[config.mk]
export PLATFORM = sky130hd
export DESIGN_NAME = bc_clr_en_skid_slice_flat
export DESIGN_NICKNAME = d
export VERILOG_FILES = /design/src/rtl/bc_skid_pkg.sv /design/src/rtl/bc_clr_en_skid_slice_if.sv /design/src/rtl/bc_clr_en_skid_slice_dff.sv /design/src/rtl/bc_clr_en_skid_slice.sv /design/src/flat_wrapper.sv
export SDC_FILE = /design/constraint.sdc
export NUM_CORES = 1
export LEC_CHECK = 0
export ABC_AREA = 1
export CAP_MARGIN = 20
export CORE_MARGIN = 2
export CORE_UTILIZATION = 40
export CTS_BUF_LIST = sky130_fd_sc_hd__clkbuf_4
export DETAILED_ROUTE_END_ITERATION = 12
export DONT_BUFFER_PORTS = 1
export PLACE_DENSITY = 0.53
export SETUP_SLACK_MARGIN = 0.02
export SYNTH_ARGS = -nofsm -noshare
export SYNTH_HDL_FRONTEND = slang
export SYNTH_HIERARCHICAL = 1
export SYNTH_SLANG_ARGS = --single-unit
[constraint.sdc]
create_clock -name clk -period 2.27 [get_ports clk]
set_clock_uncertainty 0.05 [all_clocks]
set_input_delay 0.454 -clock clk [delete_from_list [all_inputs] [get_ports clk]]
set_output_delay 0.454 -clock clk [all_outputs]
set_load 0.1 [all_outputs]
[src/rtl/bc_skid_pkg.sv]
// Shared types for the two-entry clear/enable skid slice.
// Occupancy state and helpers used by the slice and its registers.
package bc_skid_pkg;

  typedef enum logic [1:0] {
    EMPTY = 2'd0,
    BUSY  = 2'd1,
    FULL  = 2'd2
  } skid_state_t;

  localparam int RST_NONE     = 0;
  localparam int RST_SYNC_HI  = 1;
  localparam int RST_SYNC_LO  = 2;

  function automatic logic [1:0] occ(
    input skid_state_t s
  );
    logic [1:0] c;
    unique case (s)
      EMPTY:   c = 2'd0;
      BUSY:    c = 2'd1;
      FULL:    c = 2'd2;
      default: c = 2'd0;
    endcase
    return c;
  endfunction

endpackage

[src/rtl/bc_clr_en_skid_slice_if.sv]
// Handshake bundle between producer, skid slice and consumer.
// slave = slice side, master = the surrounding stages.
interface bc_clr_en_skid_slice_if #(
  parameter int WIDTH = 32
);

  logic             iFlush;
  logic             iVld;
  logic             oRdy;
  logic [WIDTH-1:0] iDat;
  logic             oVld;
  logic             iRdy;
  logic [WIDTH-1:0] oDat;
  logic [1:0]       oCnt;

  modport slave (
    input  iFlush,
    input  iVld,
    input  iDat,
    input  iRdy,
    output oRdy,
    output oVld,
    output oDat,
    output oCnt
  );

  modport master (
    output iFlush,
    output iVld,
    output iDat,
    output iRdy,
    input  oRdy,
    input  oVld,
    input  oDat,
    input  oCnt
  );

endinterface

[src/rtl/bc_clr_en_skid_slice_dff.sv]
// Library data register with clear and enable; clear wins over enable.
// RST_CFG selects none / sync active-high / sync active-low reset.
module BcClrEnRcDff
  import bc_skid_pkg::*;
#(
  parameter int               WIDTH    = 32,
  parameter logic [WIDTH-1:0] INI_DATA = '0,
  parameter int               RST_CFG  = RST_SYNC_LO
) (
  input  logic             clk,
  input  logic             rst,
  input  logic             iClr,
  input  logic             iEn,
  input  logic [WIDTH-1:0] iD,
  output logic [WIDTH-1:0] oQ
);

  logic [WIDTH-1:0] q_q;
  logic [WIDTH-1:0] q_d;

  always_comb begin
    q_d = q_q;
    if (iClr) begin
      q_d = INI_DATA;
    end else if (iEn) begin
      q_d = iD;
    end
  end

  generate
    if (RST_CFG == RST_SYNC_LO) begin : g_lo
      always_ff @(posedge clk) begin
        if (!rst) q_q <= INI_DATA;
        else      q_q <= q_d;
      end
    end else if (RST_CFG == RST_SYNC_HI) begin : g_hi
      always_ff @(posedge clk) begin
        if (rst) q_q <= INI_DATA;
        else     q_q <= q_d;
      end
    end else begin : g_none
      always_ff @(posedge clk) begin
        q_q <= q_d;
      end
    end
  endgenerate

  assign oQ = q_q;

endmodule

[src/rtl/bc_clr_en_skid_slice.sv]
// Two-entry valid/ready register slice with synchronous flush.
// All outputs registered; main holds the head beat, skid the second.
module bc_clr_en_skid_slice
  import bc_skid_pkg::*;
#(
  parameter int               WIDTH    = 32,
  parameter logic [WIDTH-1:0] INI_DATA = '0
) (
  input  logic                    clk,
  input  logic                    rst,
  bc_clr_en_skid_slice_if.slave   bus
);

  skid_state_t state_q, state_d;
  logic        vld_q, vld_d;
  logic        rdy_q, rdy_d;
  logic [1:0]  cnt_q, cnt_d;

  logic             in_fire;
  logic             out_fire;
  logic             main_en;
  logic             main_sel_skid;
  logic             main_drain;
  logic             skid_en;
  logic             skid_drain;
  logic [WIDTH-1:0] main_d;
  logic [WIDTH-1:0] main_q;
  logic [WIDTH-1:0] skid_q;

  assign in_fire  = bus.iVld & rdy_q;
  assign out_fire = vld_q & bus.iRdy;

  always_comb begin
    state_d       = state_q;
    main_en       = 1'b0;
    main_sel_skid = 1'b0;
    main_drain    = 1'b0;
    skid_en       = 1'b0;
    skid_drain    = 1'b0;
    if (bus.iFlush) begin
      state_d = EMPTY;
    end else begin
      unique case (state_q)
        EMPTY: begin
          if (in_fire) begin
            state_d = BUSY;
            main_en = 1'b1;
          end
        end
        BUSY: begin
          unique case (1'b1)
            in_fire & ~out_fire: begin
              state_d = FULL;
              skid_en = 1'b1;
            end
            ~in_fire & out_fire: begin
              state_d    = EMPTY;
              main_drain = 1'b1;
            end
            in_fire & out_fire: begin
              main_en = 1'b1;
            end
            default: ;
          endcase
        end
        FULL: begin
          if (out_fire) begin
            state_d       = BUSY;
            main_en       = 1'b1;
            main_sel_skid = 1'b1;
            skid_drain    = 1'b1;
          end
        end
        default: state_d = EMPTY;
      endcase
    end
    vld_d = (state_d != EMPTY);
    rdy_d = (state_d != FULL);
    cnt_d = occ(state_d);
  end

  assign main_d = main_sel_skid ? skid_q : bus.iDat;

  always_ff @(posedge clk) begin
    if (!rst) begin
      state_q <= EMPTY;
      vld_q   <= 1'b0;
      rdy_q   <= 1'b0;
      cnt_q   <= 2'd0;
    end else begin
      state_q <= state_d;
      vld_q   <= vld_d;
      rdy_q   <= rdy_d;
      cnt_q   <= cnt_d;
    end
  end

  BcClrEnRcDff #(
    .WIDTH    (WIDTH),
    .INI_DATA (INI_DATA),
    .RST_CFG  (RST_SYNC_LO)
  ) u_main (
    .clk  (clk),
    .rst  (rst),
    .iClr (bus.iFlush | main_drain),
    .iEn  (main_en),
    .iD   (main_d),
    .oQ   (main_q)
  );

  BcClrEnRcDff #(
    .WIDTH    (WIDTH),
    .INI_DATA (INI_DATA),
    .RST_CFG  (RST_SYNC_LO)
  ) u_skid (
    .clk  (clk),
    .rst  (rst),
    .iClr (bus.iFlush | skid_drain),
    .iEn  (skid_en),
    .iD   (bus.iDat),
    .oQ   (skid_q)
  );

  assign bus.oVld = vld_q;
  assign bus.oRdy = rdy_q;
  assign bus.oCnt = cnt_q;
  assign bus.oDat = main_q;

endmodule

[src/flat_wrapper.sv]
// flat-port wrapper written by rule: the top's interface ports become plain ports
module bc_clr_en_skid_slice_flat import bc_skid_pkg::*;
#(
  parameter int               WIDTH    = 32,
  parameter logic [WIDTH-1:0] INI_DATA = '0
)
  (clk, rst, bus_iFlush, bus_iVld, bus_iDat, bus_iRdy, bus_oRdy, bus_oVld, bus_oDat, bus_oCnt);
  bc_clr_en_skid_slice_if #(.WIDTH(WIDTH)) bus_i ();
  input  logic clk;
  input  logic rst;
  input wire logic [$bits(bus_i.iFlush)-1:0] bus_iFlush;
  input wire logic [$bits(bus_i.iVld)-1:0] bus_iVld;
  input wire logic [$bits(bus_i.iDat)-1:0] bus_iDat;
  input wire logic [$bits(bus_i.iRdy)-1:0] bus_iRdy;
  output wire logic [$bits(bus_i.oRdy)-1:0] bus_oRdy;
  output wire logic [$bits(bus_i.oVld)-1:0] bus_oVld;
  output wire logic [$bits(bus_i.oDat)-1:0] bus_oDat;
  output wire logic [$bits(bus_i.oCnt)-1:0] bus_oCnt;
  assign bus_i.iFlush = bus_iFlush;
  assign bus_i.iVld = bus_iVld;
  assign bus_i.iDat = bus_iDat;
  assign bus_i.iRdy = bus_iRdy;
  assign bus_oRdy = bus_i.oRdy;
  assign bus_oVld = bus_i.oVld;
  assign bus_oDat = bus_i.oDat;
  assign bus_oCnt = bus_i.oCnt;
  bc_clr_en_skid_slice #(.WIDTH(WIDTH), .INI_DATA(INI_DATA)) u_core (.clk(clk), .rst(rst), .bus(bus_i));
endmodule
Word-level counts from Yosys, hierarchy flattened
Index checks and enable logic that the tools add are counted.

operators by class
  eq/ne operators = 5
  muxes and demuxes = 20
  bitwise gates (word level) = 10
  reductions and logical operators = 4

operators by type and width
  operator              number
  $mux W32              1
  $mux W1               12
  $pmux W2 S2           2
  $mux W2               3
  $pmux W2 S3           1
  $and A1 B1 Y1         5
  $eq A2 B1 Y1 const B  2
  $eq A2 B2 Y1 const B  2
  $reduce_or A2 Y1      2
  $not A1 Y1            3
  $pmux W1 S3           1
  $logic_not A2 Y1      1
  $ne A2 B2 Y1 const B  1
  $or A1 B1 Y1          2
  $reduce_bool A2 Y1    1

storage, ports and cells
  flip-flop bits (word level) = 70
  input bits = 37
  output and inout bits = 36
  logic and storage cells = 45

Depth between registers and ports, before layout
Gate-level depths: netlist of the first run.

  depth after elaboration = 8
  mapped depth = 9
  mapped depth without buffers = 8

Hierarchy
The synthesis of the first run kept the hierarchy.

by module, submodules not included
  module                times used  cells each  area each (um2)  seq. area each (um2)
  BcClrEnRcDff          2           141         1236.2           640.6
  bc_clr_en_skid_slice  1           143         918.4            120.1

Worst setup path after synthesis of the first run
No wires, ideal clock.

  path type = flip-flop to flip-flop
  start = register u_core.rdy_q (netlist: u_core/bus.oRdy)
  end = register u_core.u_main.q_q[18] (netlist: u_core/u_main/oQ[18])
  setup time = 0.125 ns
  arrival time = 1.990 ns
  required time = 2.095 ns
  slack = 0.105 ns
  cell stages (with the launch flop) = 10
  buffers on the path = 2
  clock period less this slack = 2.165 ns
  cell sequence = dfxtp_1 -> nand2_1 -> nor2_1 -> a21oi_1 -> nor3_1 -> buf_6 -> inv_8 -> buf_12 -> nand2_2 -> a21oi_2

on the way
  elaborated cells on any way between the ends = 13
  those cells by class = 7 x mux; 5 x bitwise; 1 x reduce/logical

RTL lines
  item                    line                            text
  start, declared         bc_clr_en_skid_slice.sv:16      logic rdy_q, rdy_d;
  start signal, assigned  bc_clr_en_skid_slice.sv:93      rdy_q <= rdy_d;
  $and A1 B1 Y1 *         bc_clr_en_skid_slice.sv:30      assign in_fire = bus.iVld & rdy_q;
  $and A1 B1 Y1           bc_clr_en_skid_slice.sv:60      in_fire & out_fire: begin
  $mux W1                 bc_clr_en_skid_slice.sv:51      unique case (1'b1)
  $pmux W1 S3 *           bc_clr_en_skid_slice.sv:43      unique case (state_q)
  $mux W1 *               bc_clr_en_skid_slice.sv:40      if (bus.iFlush) begin
  net u_core.main_en      bc_clr_en_skid_slice.sv:21      logic main_en;
  end signal, assigned    bc_clr_en_skid_slice_dff.sv:34  else q_q <= q_d;
  end, declared           bc_clr_en_skid_slice_dff.sv:18  logic [WIDTH-1:0] q_q;

Mark *: on every way through the listed nets, which the timed path passes. The rest lies on a longest branch.
A chain may end at the register's enable or synchronous reset.

Worst setup path after layout of the first run
  start = register u_core.state_q[1]
  end = register u_core.u_main.q_q[30] (netlist: u_core/u_main/oQ[30])

on the way
  elaborated cells on any way between the ends = 12
  those cells by class = 2 x eq/ne; 7 x mux; 1 x bitwise; 2 x reduce/logical

RTL lines
  item                    line                        text
  start, declared         bc_clr_en_skid_slice.sv:14  skid_state_t state_q, state_d;
  start signal, assigned  bc_clr_en_skid_slice.sv:91  state_q <= state_d;
  $eq A2 B2 Y1            bc_clr_en_skid_slice.sv:43
  $mux W1                 bc_clr_en_skid_slice.sv:43
  $mux W1                 bc_clr_en_skid_slice.sv:40
  $mux W32                bc_clr_en_skid_slice.sv:82  assign main_d = main_sel_skid ? skid_q : bus.iDat;
  net u_core.main_d[30]   bc_clr_en_skid_slice.sv:26  logic [WIDTH-1:0] main_d;

The timed path passes the listed nets, and every way through them passes these cells.

==> impl_metrics.tcl, run 1 <==
set metrics [dict create \
    p_seq_share_pct 59.2 \
    gp_congestion 0.779 \
    reg2reg_depth 7 \
    synth-compound-area-share_pct 21.0 \
    tightest_slew_ns 0.439 \
    cts_sinks 70 \
    rsz0062_at_grt "no" \
    synth_xor_area_share_pct 0 \
    vias 2629 \
    dieArea_um2 9230 \
    muxShareOfSynthArea_pct 0 \
    whs_path_depth 2 \
    worst-endpoint-required_ns 2.54 \
    p_sw_share_pct 27.3 \
    fmax_ghz 0.597 \
    relSlewSlack_pct 70.7 \
    pwr-share-clk_pct 30.5 \
    clkTransAtPathRegs_ns 0.11 \
    die_w_um 96.1 \
    cp-end-kind "register" \
    status "finished, final reports clean" \
    power_frac_comb_pct 10.3 \
    syn-num-nets 463 \
    p_leak_nw 1.33 \
    netlist_area_um2 3390 \
    ys_types 23 \
    syn_inst 425 \
    finalNetCount 492 \
    grt_max_degree 34 \
    drt-total-wl_mm 7.11 \
    post_cts_buffers 0 \
    crit_type "register to register" \
    p_total_w 0.00210 \
    fill_cells 857 \
    final_util_pct 45.2 \
    clock-root-buffer "clkbuf_4" \
    drive_above_1_share_pct 32.8 \
    maxCapViolations 0 \
    die_h_um 96.1 \
    synth_fa_ha_area_share_pct 0.369 \
    num_rows 33 \
    hold_class "primary input to register" \
    cts_buffers 9 \
    clock_path_buffers 2 \
    io_pins 73 \
    peakVddDrop_uv 222 \
    path_max_fanout 28 \
    fin_setup_tns_ns 0 \
    area_growth_pct 9.41 \
    ys_ff_latch 70 \
    synthSimpleGateAreaFrac_pct 23.2 \
    start_util_pct 41.3 \
    slew_violations 0 \
    setup_viol 0 \
    power.density_nw_per_um2 567 \
    grtUsageTotal_pct 16.4 \
    synth_warnings 6 \
    overflow 0 \
    vias_per_cell 4.68 \
    cts-resized-gates 0 \
    post-route-period-util_pct 73.8 \
    dp_hpwl_mm 4.77 \
    cts_tree "yes" \
    arrival_ns 1.95 \
    grt_pass1_wl_mm 11.6 \
    clk_latency_ns 0.40 \
    synth_top_family_by_area "simple AND/OR/NAND/NOR gates" \
    portBuffers 0 \
    dr.pass1.iters 4 \
    grt_antenna_before_repair 0 \
    switching_power_w 0.000575 \
    drc 0 \
    hold_viol 0 \
    first_iter_violations 80 \
    core_um2 8220 \
    num_antenna_cells 0 \
    ys_seq_area_share_pct 41.3 \
    final_antenna_net_count 0 \
    wl_per_cell_um 12.6 \
    cts_max_level 3 \
    syn_area_per_cell_um2 7.98 \
    cp-start-kind "register" \
    grt_pass1_vias 2425 \
    fin_crit_ns 1.68 \
    postCtsHoldBufs 0 \
    p_int_w 0.00153 \
]
cells in the mapped netlist (all sizes together):
library cell | n | area, µm²
buf | 26 | 288
nor3 | 1 | 5.00
dfxtp | 70 | 1400
nor2 | 2 | 15.0
a211oi | 1 | 7.51
a21oi | 67 | 418
nand2 | 173 | 724
nand3 | 4 | 37.5
o21ai | 32 | 280
o211ai | 1 | 7.51
nor4 | 1 | 6.26
inv | 46 | 188
ha | 1 | 12.5
cells by family (layout without fill, tap and decap cells):
logic type / count (synthesis) / count (layout)
AOI/OAI and AO/OA: 101 / 101
buffers and inverters: 72 / 104
and+or+nand+nor: 181 / 181
adders and majority gates: 1 / 1
DFF: 70 / 70
state kept, by name, summed over array words and instances (netlist names):
signal and flops:
u_core/state_q 2, u_core/u_main/oQ 32, u_core/bus.oCnt 2, u_core/u_skid/oQ 32, u_core/bus.oVld 1, u_core/bus.oRdy 1
layer usage:
metal	vias up	GRT usage, %	share of wire (%)
li1	1384	-	-
met1	1173	20.9	46
met2	64	24.7	43
met3	8	6.26	9.2
met4	0	7.26	1.3
met5	-	0	0
per-stage QoR:
stage,hold WS [ns],instance area (µm²),std cells,worst slack (ns)
2_1_floorplan,0.389,3390,425,0.105
3_3_place_gp,0.398,3610,548,0.553
3_5_place_dp,0.402,3610,548,0.540
4_1_cts,0.104,3710,562,0.600
5_1_grt,0.116,3710,562,0.437
6_report,0.135,3710,562,0.594
critical path, stage by stage (launching register included):
cell and delay [ns]:
dfxtp_1 0.38, inv_2 0.07, nor2_4 0.13, nand3_4 0.31
buf_12 0.29, o21ai_2 0.12, nand2_1 0.06, a21oi_1 0.17
cells in the final DEF, fill, tap and decap left out, drive strengths merged:
cell type / count
o21ai: 32
o211ai: 1
inv: 46
nand2: 173
nand3: 4
dfxtp: 70
ha: 1
nor2: 2
a211oi: 1
nor4: 1
clkinv: 3
a21oi: 67
buf: 44
clkbuf: 11
nor3: 1
path summary, 6_finish.rpt:
path / start / slack [ns] / end
setup / recovery: u_core/state_q[1] / 0.59 / u_core/u_main/oQ[30]
hold / removal: rst / 0.14 / u_core/bus.oRdy
setup reg to reg: u_core/state_q[1] / 0.59 / u_core/u_main/oQ[30]
hold reg to reg: u_core/u_skid/oQ[9] / 0.42 / u_core/u_skid/oQ[9]
power by group through the flow:
stage                     Sequential (W)  Clock (W)  Combinational (W)
after floorplan                  0.00135          0           0.000119
after global placement           0.00127          0           0.000218
after detailed placement         0.00127          0           0.000220
after CTS                        0.00124   0.000680           0.000220
after global routing             0.00125   0.000728           0.000236
final                            0.00124   0.000641           0.000218
area by class of cell:
cell class / instances / area (µm²) / area share [%]
flip-flops and latches: 70 / 1400 / 37.8
inverters: 46 / 188 / 5.06
repair buffers: 44 / 368 / 9.92
clock buffers: 11 / 82.6 / 2.23
well taps: 105 / 131 / 3.54
multi-input cells: 283 / 1530 / 41.1
clock inverters: 3 / 13.8 / 0.371
Note: power is estimated with default switching activity, not from simulation.
==> run 2: changes to the inputs <==
--- a/config.mk
+++ b/config.mk
@@ -12,7 +12,7 @@
 export CTS_BUF_LIST = sky130_fd_sc_hd__clkbuf_4
 export DETAILED_ROUTE_END_ITERATION = 12
 export DONT_BUFFER_PORTS = 1
-export PLACE_DENSITY = 0.53
+export PLACE_DENSITY = 0.55
 export SETUP_SLACK_MARGIN = 0.02
 export SYNTH_ARGS = -nofsm -noshare
 export SYNTH_HDL_FRONTEND = slang
==> constraint.sdc (replaced) <==
create_clock -name clk -period 1.46 [get_ports clk]
set_clock_uncertainty 0.05 [all_clocks]
set_input_delay 0.292 -clock clk [delete_from_list [all_inputs] [get_ports clk]]
set_output_delay 0.292 -clock clk [all_outputs]
set_load 0.1 [all_outputs]
==> run 2 against run 1 <==
The flow now finishes with violations (setup timing). Largest power group unchanged. Clock-buffer cell count decreased by 1. Wire length grew 21%. Combinational power rose to 2.5 times the previous value. Die area did not move. Via count grew 11%. Sequential cell count did not move. Worst setup slack worse by 0.62 ns. Total power grew 68%. Clock power rose by 64%.
==> impl_metrics.tcl, run 2 (synthesized netlist as in run 1, its figures left out) <==
set metrics [dict create \
    worst-path-stages 8 \
    die_w_um 96.1 \
    relSlewSlack_pct 79.9 \
    p_sw_share_pct 29.4 \
    area_growth_pct 39.2 \
    start_util_pct 41.3 \
    hold_class "primary input to register" \
    p_int_w 0.00249 \
    pwr-share-clk_pct 29.7 \
    portBuffers 0 \
    power.density_nw_per_um2 747 \
    crit_type "register to register" \
    fill_cells 785 \
    r2r_slack_ns -0.02 \
    clock_path_buffers 2 \
    final_antenna_net_count 0 \
    overflow 0 \
    peakVddDrop_uv 436 \
    whs_path_depth 3 \
    grt_pass1_vias 2720 \
    cts_max_level 3 \
    slew_violations 0 \
    wl_per_cell_um 14.0 \
    rsz0062_at_grt "yes" \
    maxCapViolations 0 \
    die_h_um 96.1 \
    vias 2919 \
    arrival_ns 1.77 \
    reg2reg_depth 8 \
    power_frac_comb_pct 15.5 \
    grt_antenna_before_repair 0 \
    layout_setup_ws_ns -0.0231 \
    worst-endpoint-required_ns 1.75 \
    cp-end-kind "register" \
    min_from "bus_iFlush" \
    num_antenna_cells 0 \
    io_pins 73 \
    first_iter_violations 94 \
    setup_viol 6 \
    switching_power_w 0.00104 \
    vias_per_cell 4.77 \
    gp_congestion 0.848 \
    cts_sinks 70 \
    whs_ns 0.0437 \
    final_common_cell "nand2_1" \
    tightest_slew_ns 0.302 \
    critPathBufInv 3 \
    drt-total-wl_mm 8.58 \
    slowest_stage "dfxtp_4" \
    clock-root-buffer "clkbuf_4" \
    violations "setup timing" \
    p_leak_nw 1.79 \
    finalNetCount 541 \
    post-route-period-util_pct 102 \
    fmax_ghz 0.674 \
    hold_viol 0 \
    core_um2 8220 \
    dieArea_um2 9230 \
    p_total_w 0.00353 \
    r2r-end "u_core/u_main/oQ[0]" \
    drc 0 \
    r2r-start "u_core/bus.oVld" \
    dr.pass1.iters 4 \
    cp_cell_sequence "nand2_4, inv_4, a21oi_2, nor3_4, buf_12, clkbuf_16, nand2_4, a21oi_2" \
    grt_pass1_wl_mm 12.4 \
    cp-start-kind "register" \
    cts_tree "yes" \
    fin_crit_ns 1.48 \
    num_rows 33 \
    critPathTopFamily "buffers and inverters" \
    cts_buffers 9 \
    grtUsageTotal_pct 17.4 \
    clkTransAtPathRegs_ns 0.11 \
    mostFrequentLayoutCells "nand2_1 (109), dfxtp_1 (66), nand2_2 (47), inv_1 (42), a21oi_2 (41)" \
    drive_above_1_share_pct 44.6 \
    status "finished, violations left" \
    p_seq_share_pct 54.9 \
    path_max_fanout 7 \
    fin_setup_tns_ns -0.0593 \
    dp_hpwl_mm 4.89 \
    grt_max_degree 35 \
    crit_path_max_incr_delay_ns 0.38 \
    clk_latency_ns 0.41 \
    min_to "u_core/state_q[0]" \
]
[run 2: power groups by stage]
stage	sequential [W]	combinational, W	clock [W]
2_1_floorplan	0.00209	0.000193	0
3_3_place_gp	0.00198	0.000371	0
3_5_place_dp	0.00198	0.000374	0
4_1_cts	0.00194	0.000458	0.00109
5_1_grt	0.00194	0.000578	0.00117
6_report	0.00193	0.000546	0.00105
[run 2: worst register-to-register path, delay by kind of cell, from the launching register on]
family	cells	cell delay (ns)
AO/OA/AOI/OAI	2	0.20
flip-flops	1	0.38
AND/OR/NAND/NOR	3	0.31
buffers and inverters	3	0.47
[run 2: worst max path at each step]
stage                      start              endpoint  slack [ns]
5_1_grt          u_core/bus.oVld   u_core/u_main/oQ[0]       -0.09
6_report         u_core/bus.oVld   u_core/u_main/oQ[0]       -0.02
2_1_floorplan    u_core/bus.oRdy  u_core/u_main/oQ[18]       -0.11
3_3_place_gp   u_core/state_q[1]  u_core/u_main/oQ[27]      0.0002
4_1_cts        u_core/state_q[1]  u_core/u_main/oQ[19]       0.009
3_5_place_dp   u_core/state_q[0]   u_core/u_skid/oQ[3]       -0.05
[run 2: cell type report]
cell class | instances | area (µm²) | share of cell area (%)
Timing Repair Buffer | 93 | 1070 | 22.8
Sequential cell | 70 | 1420 | 30.0
Inverter | 46 | 206 | 4.37
Clock inverter | 5 | 27.5 | 0.583
Tap cell | 105 | 131 | 2.78
Clock buffer | 10 | 75.1 | 1.59
Multi-Input combinational cell | 283 | 1790 | 37.9
[run 2: repair_timing]
item                                    CTS  global route
endpoints found under the setup margin   73            70
setup buffers                             2             1
hold endpoints to repair                 36             0
gates resized for setup                  15            69
hold buffers                             33             0
gates cloned                              1             6
pin swaps                                 0            24
[run 2: per-layer routing]
metal | routed length (µm) | share of wire [%] | vias up | track usage [%]
met2 | 4160 | 48 | 73 | 29.1
met3 | 577 | 6.7 | 9 | 4.70
li1 | - | - | 1491 | -
met1 | 3750 | 44 | 1346 | 21.6
met5 | 0 | 0 | - | 0
met4 | 95 | 1.1 | 0 | 5.71
[run 2: per-stage QoR]
step                instances  cell area (µm²)  utilization, %  setup slack [ns]
floorplan                 425             3450               -            -0.108
global placement          554             3790            46.2          0.000245
detailed placement        554             3790            46.2           -0.0493
CTS                       605             4340            52.8           0.00885
global route              612             4720            57.5           -0.0929
finish                    612             4720            57.5           -0.0231
==> run 3: changes to the inputs <==
--- a/config.mk
+++ b/config.mk
@@ -12,9 +12,11 @@
 export CTS_BUF_LIST = sky130_fd_sc_hd__clkbuf_4
 export DETAILED_ROUTE_END_ITERATION = 12
 export DONT_BUFFER_PORTS = 1
+export HOLD_SLACK_MARGIN = 0.15
 export PLACE_DENSITY = 0.55
 export SETUP_SLACK_MARGIN = 0.02
 export SYNTH_ARGS = -nofsm -noshare
 export SYNTH_HDL_FRONTEND = slang
 export SYNTH_HIERARCHICAL = 1
 export SYNTH_SLANG_ARGS = --single-unit
+export TNS_END_PERCENT = 50
==> run 3 against run 2 <==
The flow now finishes without violations. Combinational power down 8.4%. Die area did not move. Wire length shrank 7.3%. Cell area shrank 4.2%. Utilization decreased by 2.4 points. Final cell count fell by 0.16%. Total power is 1.6% lower. Fmax rose by 1.8%. First-iteration DRC count is 13% lower. Non-clock buffer count is 1 lower. Sequential share of layout area grew 1.3 points. Largest cell class unchanged.
==> impl_metrics.tcl, run 3 (synthesized netlist as in run 1, its figures left out) <==
set metrics [dict create \
    io_pins 73 \
    drt-total-wl_mm 7.95 \
    dr.pass1.iters 4 \
    maxCapViolations 0 \
    overflow 0 \
    stdcell_count 611 \
    die_w_um 96.1 \
    final_common_cell "nand2_1" \
    post-route-period-util_pct 99.8 \
    crit_type "register to register" \
    cts_tree "yes" \
    ff_latch_area_um2 1420 \
    first_iter_violations 82 \
    whs_ns 0.160 \
    start_util_pct 41.3 \
    wl_per_cell_um 13.0 \
    die_h_um 96.1 \
    final_antenna_net_count 0 \
    vias 2896 \
    vias_per_cell 4.74 \
    cts_sinks 70 \
    drc 0 \
    p_leak_nw 1.66 \
    dieArea_um2 9230 \
    core_um2 8220 \
    setup_viol 0 \
    arrival_ns 1.75 \
    path_max_fanout 8 \
    peakVddDrop_uv 398 \
    clock-root-buffer "clkbuf_4" \
    hold_viol 0 \
    mostFrequentLayoutCells "nand2_1 (123), dfxtp_1 (66), nand2_2 (47), inv_1 (42), a21oi_1 (42)" \
    multi_input_area_um2 1630 \
    num_antenna_cells 0 \
    area_growth_pct 33.4 \
    gp_congestion 0.848 \
    power.density_nw_per_um2 767 \
    dp.cells 554 \
    cp-start-kind "register" \
    drive_above_1_share_pct 38.1 \
    slew_violations 0 \
    fin_crit_ns 1.46 \
    num_rows 33 \
    p_total_w 0.00347 \
    worst-endpoint-required_ns 1.75 \
    clkTransAtPathRegs_ns 0.12 \
    grt_max_degree 35 \
    fin_setup_tns_ns 0 \
    grt_pass1_vias 2661 \
    tightest_slew_ns 0.299 \
    grt_pass1_wl_mm 12.2 \
    dp_hpwl_mm 4.89 \
    hold_class "primary input to register" \
    clk_latency_ns 0.40 \
    status "finished, final reports clean" \
    rsz0062_at_grt "yes" \
    cts_max_level 3 \
    fill_cells 800 \
    fmax_ghz 0.686 \
    portBuffers 0 \
    grt_antenna_before_repair 0 \
    cts_buffers 9 \
    clock_path_buffers 2 \
    grtUsageTotal_pct 16.9 \
    cp-end-kind "register" \
    finalNetCount 540 \
    relSlewSlack_pct 80.1 \
]
[run 3: cell count changes in the layout (fill, tap and decap cells not counted)]
| cell | before | now |
|---|---|---|
| a21oi_1 | 26 | 42 |
| a21oi_2 | 41 | 25 |
| nand2_1 | 109 | 123 |
| nand2_4 | 17 | 3 |
| clkbuf_16 | 5 | 3 |
| buf_4 | 29 | 28 |
| dlygate4sd3_1 | 33 | 34 |
| dlymetal6s4s_1 | 0 | 1 |
| inv_12 | 1 | 2 |
| inv_16 | 1 | 0 |
| o21ai_2 | 32 | 31 |
| o21ai_4 | 0 | 1 |
[run 3: stage by stage]
step	instance area [µm²]	util [%]	setup WS, ns
2_1_floorplan	3450	-	-0.108
6_report	4520	55.1	0.00284
5_1_grt	4520	55.1	-0.0769
4_1_cts	4360	53.1	0.00987
3_5_place_dp	3790	46.2	-0.0493
3_3_place_gp	3790	46.2	0.000245
[run 3: where the power goes]
part / leakage, nW / switching [W] / internal, W
Clock: 0.0618 / 0.000687 / 0.000349
Combinational: 1.03 / 0.000304 / 0.000196
Sequential: 0.568 / 0.0000121 / 0.00192
[run 3: path summary, 6_finish.rpt]
| path | start | to | slack [ns] | cells past startpoint |
|---|---|---|---|---|
| max reg2reg | u_core/state_q[1] | u_core/u_skid/oQ[23] | 0.003 | 8 |
| min | rst | u_core/u_skid/oQ[17] | 0.16 | 3 |
| min reg2reg | u_core/u_main/oQ[20] | u_core/u_main/oQ[20] | 0.42 | 2 |
| max | u_core/state_q[1] | u_core/u_skid/oQ[23] | 0.003 | 8 |
[run 3: per-layer routing]
metal,part of all wire (%),routed length [µm],track usage [%]
met5,0,0,0
met1,44,3470,20.7
met2,49,3890,28.6
met3,6.3,501,4.62
met4,1.1,87,5.71
[run 3: final cells by class]
class | count | area share [%]
clock inverters | 5 | 0.608
repair buffers | 92 | 23.0
flip-flops and latches | 70 | 31.3
inverters | 46 | 4.48
multi-input cells | 283 | 36.1
well taps | 105 | 2.90
clock buffers | 10 | 1.66
[run 3: what timing repair did]
item | CTS | global route
endpoints found under the hold margin | 70 | 0
pin swaps | 6 | 17
hold buffers | 35 | 0
buffers inserted | 2 | 1
resized for setup | 16 | 26
setup endpoints to repair | 73 | 74
cloned | 1 | 3
[run 3: critical path, stage by stage (launching register included)]
cell	delay [ns]
dfxtp_4	0.38
inv_4	0.07
nand2_2	0.07
nor4_4	0.21
buf_4	0.18
buf_12	0.14
buf_12	0.12
nand2_1	0.06
a21oi_2	0.12
